$ cat src/rtl/jk_pkg.sv
// jk_pkg -- shared definitions for the JK-cell modulo counter.
//   jk_op_t      : JK cell operation encoding, {j,k}
//   params_legal : elaboration-time check of WIDTH/MODULUS legality
package jk_pkg;

    typedef enum logic [1:0] {
        HOLD   = 2'b00,
        RESET  = 2'b01,
        SET    = 2'b10,
        TOGGLE = 2'b11
    } jk_op_t;

    // WIDTH in 1..16, MODULUS in 2..2**WIDTH
    function automatic bit params_legal(input int width, input int modulus);
        return (width >= 1) && (width <= 16) &&
               (modulus >= 2) && (modulus <= (1 << width));
    endfunction

endpackage

$ cat src/rtl/jk_cell.sv
// jk_cell -- single JK flip-flop with synchronous active-low reset to 0.
//   clk   : clock, rising edge
//   rst_n : synchronous reset, active low
//   j, k  : JK drive, decoded with jk_pkg::jk_op_t
//   q     : stored bit
//   qn    : complement of q
module jk_cell
    import jk_pkg::*;
(
    input  logic clk,
    input  logic rst_n,
    input  logic j,
    input  logic k,
    output logic q,
    output logic qn
);

    always_ff @(posedge clk) begin
        if (!rst_n) begin
            q <= 1'b0;
        end else begin
            case (jk_op_t'({j, k}))
                HOLD:    q <= q;
                RESET:   q <= 1'b0;
                SET:     q <= 1'b1;
                TOGGLE:  q <= ~q;
            endcase
        end
    end

    assign qn = ~q;

endmodule

$ cat src/rtl/jk_mod_counter.sv
// jk_mod_counter -- up/down modulo-MODULUS counter built from JK cells.
//   clk     : clock, rising edge
//   rst_n   : synchronous reset, active low (q=0, ovf=0)
//   en      : count enable
//   up      : direction, 1 = up, 0 = down
//   load    : synchronous load of din (clamped to MODULUS-1), beats en
//   din     : load value
//   clr_ovf : clears sticky overflow (a wrap on the same edge wins)
//   q       : registered count
//   qn      : complement of q
//   tc      : terminal count, high when the next edge wraps
//   ovf     : sticky wrap flag
module jk_mod_counter
    import jk_pkg::*;
#(
    parameter int WIDTH   = 4,
    parameter int MODULUS = 10
) (
    input  logic             clk,
    input  logic             rst_n,
    input  logic             en,
    input  logic             up,
    input  logic             load,
    input  logic [WIDTH-1:0] din,
    input  logic             clr_ovf,
    output logic [WIDTH-1:0] q,
    output logic [WIDTH-1:0] qn,
    output logic             tc,
    output logic             ovf
);

    if (!params_legal(WIDTH, MODULUS)) begin : g_param_check
        $error("jk_mod_counter: WIDTH/MODULUS out of legal range");
    end

    localparam logic [WIDTH-1:0] MAX_Q      = WIDTH'(MODULUS - 1);
    localparam logic [WIDTH:0]   MOD_EXT    = (WIDTH+1)'(MODULUS);
    // A full-range modulus wraps naturally in binary arithmetic.
    localparam bit               FULL_RANGE = (MODULUS == (1 << WIDTH));

    logic [WIDTH-1:0] d;
    logic [WIDTH-1:0] j;
    logic [WIDTH-1:0] k;
    logic             at_max;
    logic             at_zero;

    assign at_max  = (q == MAX_Q);
    assign at_zero = (q == '0);
    assign tc      = en & ~load & ((up & at_max) | (~up & at_zero));

    // Next-state value of the count
    always_comb begin
        d = q;
        if (load) begin
            if (FULL_RANGE || ({1'b0, din} < MOD_EXT)) d = din;
            else                                       d = MAX_Q;
        end else if (en) begin
            if (FULL_RANGE) d = up ? q + WIDTH'(1) : q - WIDTH'(1);
            else if (up)    d = at_max  ? '0    : q + WIDTH'(1);
            else            d = at_zero ? MAX_Q : q - WIDTH'(1);
        end
    end

    // Only bits that must change get a set or reset; all others hold.
    assign j = d & ~q;
    assign k = ~d & q;

    for (genvar i = 0; i < WIDTH; i++) begin : g_cell
        jk_cell u_cell (
            .clk   (clk),
            .rst_n (rst_n),
            .j     (j[i]),
            .k     (k[i]),
            .q     (q[i]),
            .qn    (qn[i])
        );
    end

    // Sticky overflow: set on a wrap edge, set beats clear
    always_ff @(posedge clk) begin
        if (!rst_n)       ovf <= 1'b0;
        else if (tc)      ovf <= 1'b1;
        else if (clr_ovf) ovf <= 1'b0;
    end

endmodule

$ cat config.mk
export PLATFORM = sky130hd
export DESIGN_NAME = jk_mod_counter
export DESIGN_NICKNAME = d
export VERILOG_FILES = /design/src/rtl/jk_pkg.sv /design/src/rtl/jk_cell.sv /design/src/rtl/jk_mod_counter.sv
export SDC_FILE = /design/constraint.sdc
export NUM_CORES = 1
export LEC_CHECK = 0
export BUFFER_PORTS_ARGS = -buffer_cell sky130_fd_sc_hd__buf_2
export CORE_AREA = 2 2 39 41
export CTS_BUF_LIST = sky130_fd_sc_hd__clkbuf_16
export CTS_CLUSTER_SIZE = 30
export DETAILED_ROUTE_END_ITERATION = 7
export DIE_AREA = 0 0 41 43
export GPL_TIMING_DRIVEN = 1
export PLACE_DENSITY = 0.74
export SYNTH_ARGS = -nofsm -noshare
export SYNTH_HDL_FRONTEND = slang
export SYNTH_HIERARCHICAL = 1
export SYNTH_SLANG_ARGS = --single-unit
$ cat constraint.sdc
create_clock -name clk -period 1.2 [get_ports clk]
set_input_delay 0.06 -clock clk [delete_from_list [all_inputs] [get_ports clk]]
set_output_delay 0.06 -clock clk [all_outputs]
set_load 0.005 [all_outputs]
==> results.txt <==
The run finished, with violations left. The checks that failed: negative setup slack. The synthesized net count is 75. The timing-limited maximum frequency is around 770 MHz.

The average wire per standard cell came out at roughly 15 µm. The global routing usage summed across all routing layers is 0.1992. The total number of placement rows came out at 14. In this run, distinct cell masters in the synthesized netlist total 29. The transition time of the tightest slew-check pin came out at around 340 ps. The effective utilization at floorplan is 0.3617. Of the synthesized area, sequential elements account for 0.2000. The part of the total power dissipated in sequential elements came out at 0.206.

The total wirelength of the detailed-routed design came out at between 1500 and 2000 µm. The number of enable flip-flop cells after synthesis is 0. The initial antenna violation count is 0. Dividing total power by cell area gives a power density of 1323 nW/µm². The number of DRC markers after the initial detailed-route iteration came out at 15. The count of final max-slew check failures is 0. TritonCTS built the clock tree. After detailed placement, the total cell area comes to 621.8 µm². The worst path in the final design needs a cycle of about 1300 ps, including I/O delays and setup. The number of global-route vias before repair came out at approximately 540.

Each instance of the synthesized netlist takes up on average ~7.7 µm². The warning count from the yosys run came out at 6. For this design the top-level I/O count stands at 20. Setup violations remaining at the end of the flow were counted as 4.

Of the total power, the share spent switching nets is 0.2770. During placement, the flow inserted port buffers numbering 19. Setup repair after global routing could not meet its margin everywhere.

The worst clock skew came out at 1.039 ps. The vertical die dimension came out at 43 µm. The smallest setup slack after layout is -94.26 ps. The sum of overflow across all layers after global routing came out at 0.

The total standard cell area after synthesis is around 500 µm². The fraction of the cycle the final worst path needs came out at 1.079. The number of buffers created by CTS is 3. The main flop type after synthesis is sky130_fd_sc_hd__dfxtp_1. The clock share of power is 0.523. The share of flip-flops with an asynchronous set or reset after synthesis came out at 0.

The max-capacitance violation count is 0. The congestion estimate from routability-driven global placement came to 0.7155. The area growth from synthesis to layout is 61.00%.

The switching power of the nets is just under 300 µW. STA classifies the critical path startpoint as a register. Entering global routing, the biggest net connects 11 pins. The H-tree depth is 1. The largest fanout on the critical path came out at 8. The antenna violation net count after detailed routing is 0. After floorplanning, the core was sized to cover between 1000 and 1500 µm². The die is slightly above 40 µm wide. The worst-case clock buffer depth came out at 2.

The final design area excluding fillers is 805.8 µm². For this design the static power due to leakage is roughly 0.37 nW. The ratio of routed vias to standard cells is approximately 5.5.

Clock-pin slew was measured on the worst setup and hold paths at ~30 ps. The gate count of the mapped netlist came out at 65. Clock latency on the worst-skew pair, taken at its later pin, is approximately 230 ps.

The worst ir drop on vdd came out at approximately 1.2 mV. The first global-routing pass estimated around 2300 µm of wire. The startpoint-to-endpoint class of the critical path is reg2out. The number of search-and-repair iterations in the first detailed-routing pass is 4. The number of synthesized register bits is 5. The kind of capture point of the worst setup path is an output port. After filler insertion, the fill cell instance count of the layout stands at 130. The share of final-layout standard cells stronger than drive strength 1 came out at 0.4839. The repair_antennas step left the layout with diodes totalling 0. The worst min-delay path category is in2reg. For this run, the post-layout net count is roughly 100.

The detailed placer's ending HPWL came out at ~950 µm. The remaining design rule violation count came out at 0. The final number of hold-violating endpoints came out at 0. The post-layout total power came out at between 1 and 1.5 mW. The power share of the combinational group is 0.271. The worst relative slew slack came out at 0.7759. The root buffer cell is sky130_fd_sc_hd__clkbuf_16. The data required time at the worst endpoint is 1140 ps.

The clock net sink count is 5. Data on the critical path arrives at its endpoint at 1230 ps. The die footprint came out at 1763 µm². The internal power summed over all cells is 770.6 µW. The detailed-route via count came out at 600.
-- worst max-delay path, cell delays in order, from the launching register on --
cell and delay (ps):
sky130_fd_sc_hd__dfxtp_4 360, sky130_fd_sc_hd__nor3_2 170, sky130_fd_sc_hd__nor2_1 80, sky130_fd_sc_hd__nor4_2 220, sky130_fd_sc_hd__buf_2 170
-- placed cells by master (no fill, tap or decap), types with 2 or more instances in the layout --
cell type,n
sky130_fd_sc_hd__inv_1,7
sky130_fd_sc_hd__nand2_1,9
sky130_fd_sc_hd__buf_4,6
sky130_fd_sc_hd__clkbuf_16,3
sky130_fd_sc_hd__nor2_1,3
sky130_fd_sc_hd__buf_6,4
sky130_fd_sc_hd__nand3b_1,3
sky130_fd_sc_hd__buf_2,19
sky130_fd_sc_hd__a21oi_1,2
sky130_fd_sc_hd__and3_1,2
sky130_fd_sc_hd__o211a_1,4
sky130_fd_sc_hd__nor3_1,2
sky130_fd_sc_hd__o21ai_1,4
sky130_fd_sc_hd__dfxtp_4,3
-- layout make-up --
class | count | area, µm² | share of cell area
Multi-Input combinational cell | 49 | 386.6 | 0.4798
Inverter | 6 | 22.52 | 0.02795
Clock buffer | 3 | 75.07 | 0.09317
Timing Repair Buffer | 29 | 185.2 | 0.2298
Sequential cell | 5 | 112.6 | 0.1398
Tap cell | 16 | 20.02 | 0.02484
Clock inverter | 1 | 3.754 | 0.004658
-- synth_stat cells, drive strengths merged, types with 2 or more instances --
| cell | count | area share |
|---|---|---|
| a21oi | 3 | 0.030 |
| and3 | 2 | 0.025 |
| buf | 5 | 0.075 |
| dfxtp | 5 | 0.20 |
| inv | 6 | 0.045 |
| nand2 | 9 | 0.067 |
| nand3b | 3 | 0.045 |
| nor2 | 3 | 0.022 |
| nor3 | 4 | 0.040 |
| nor4 | 2 | 0.067 |
| o211a | 4 | 0.080 |
| o21ai | 5 | 0.050 |
| xnor2 | 2 | 0.050 |
-- state kept, by name, summed over array words and instances, names as in the netlist --
name             count
g_cell.u_cell/q      4
ovf                  1
-- worst paths after layout --
| check | start | endpoint | slack [ps] | cells past startpoint |
|---|---|---|---|---|
| min | clr_ovf | ovf$_SDFFE_PN0P_ | 100 | 3 |
| max reg2reg | g_cell[0].u_cell/q$_SDFFE_PN0P_ | g_cell[3].u_cell/q$_SDFFE_PN0P_ | -60 | 6 |
| min reg2reg | ovf$_SDFFE_PN0P_ | ovf$_SDFFE_PN0P_ | 480 | 2 |
| max | g_cell[3].u_cell/q$_SDFFE_PN0P_ | tc | -90 | 4 |
-- logic make-up after synthesis --
kind of cell,count (synthesis),share of synthesized area
AO/OA/AOI/OAI,17,0.2475
XOR/XNOR,3,0.06752
AND/OR/NAND/NOR,29,0.3650
buffers and inverters,11,0.1200
flip-flops,5,0.2000
-- routing by layer --
layer,GRT usage,wire length (µm),up-vias
met5,0,0,-
met4,0.08000,15,0
met3,0.07853,102,2
met2,0.3031,873,25
met1,0.2395,618,287
li1,-,-,286
-- power by group through the flow --
stage	combinational (mW)	clock [mW]	sequential [mW]
final	0.289	0.557	0.220
after CTS	0.249	0.560	0.214
after global placement	0.201	0	0.223
after detailed placement	0.204	0	0.224
after floorplan	0.152	0	0.209
after global routing	0.308	0.580	0.222
-- stage by stage --
step / std cells / hold slack (ps) / setup WS [ps] / TNS [ps] / utilization
after detailed placement: 100 / 336.9 / -8.093 / -8.093 / 0.4494
after global placement: 100 / 329.2 / 22.64 / 0 / 0.4494
after global routing: 109 / 122.5 / -121.2 / -432.6 / 0.5823
after floorplan: 65 / 197.8 / 5.282 / 0 / -
after CTS: 108 / 102.8 / -58.25 / -190.5 / 0.5407
final: 109 / 101.3 / -94.26 / -225.0 / 0.5823
-- timing repair --
| item | in CTS | in global routing |
|---|---|---|
| gates resized for setup | 6 | 9 |
| pin swaps | 7 | 10 |
| endpoints found under the setup margin | 3 | 4 |
| hold buffers | 0 | 0 |
| setup buffers | 4 | 1 |
Note: power is estimated with default switching activity, not from simulation.
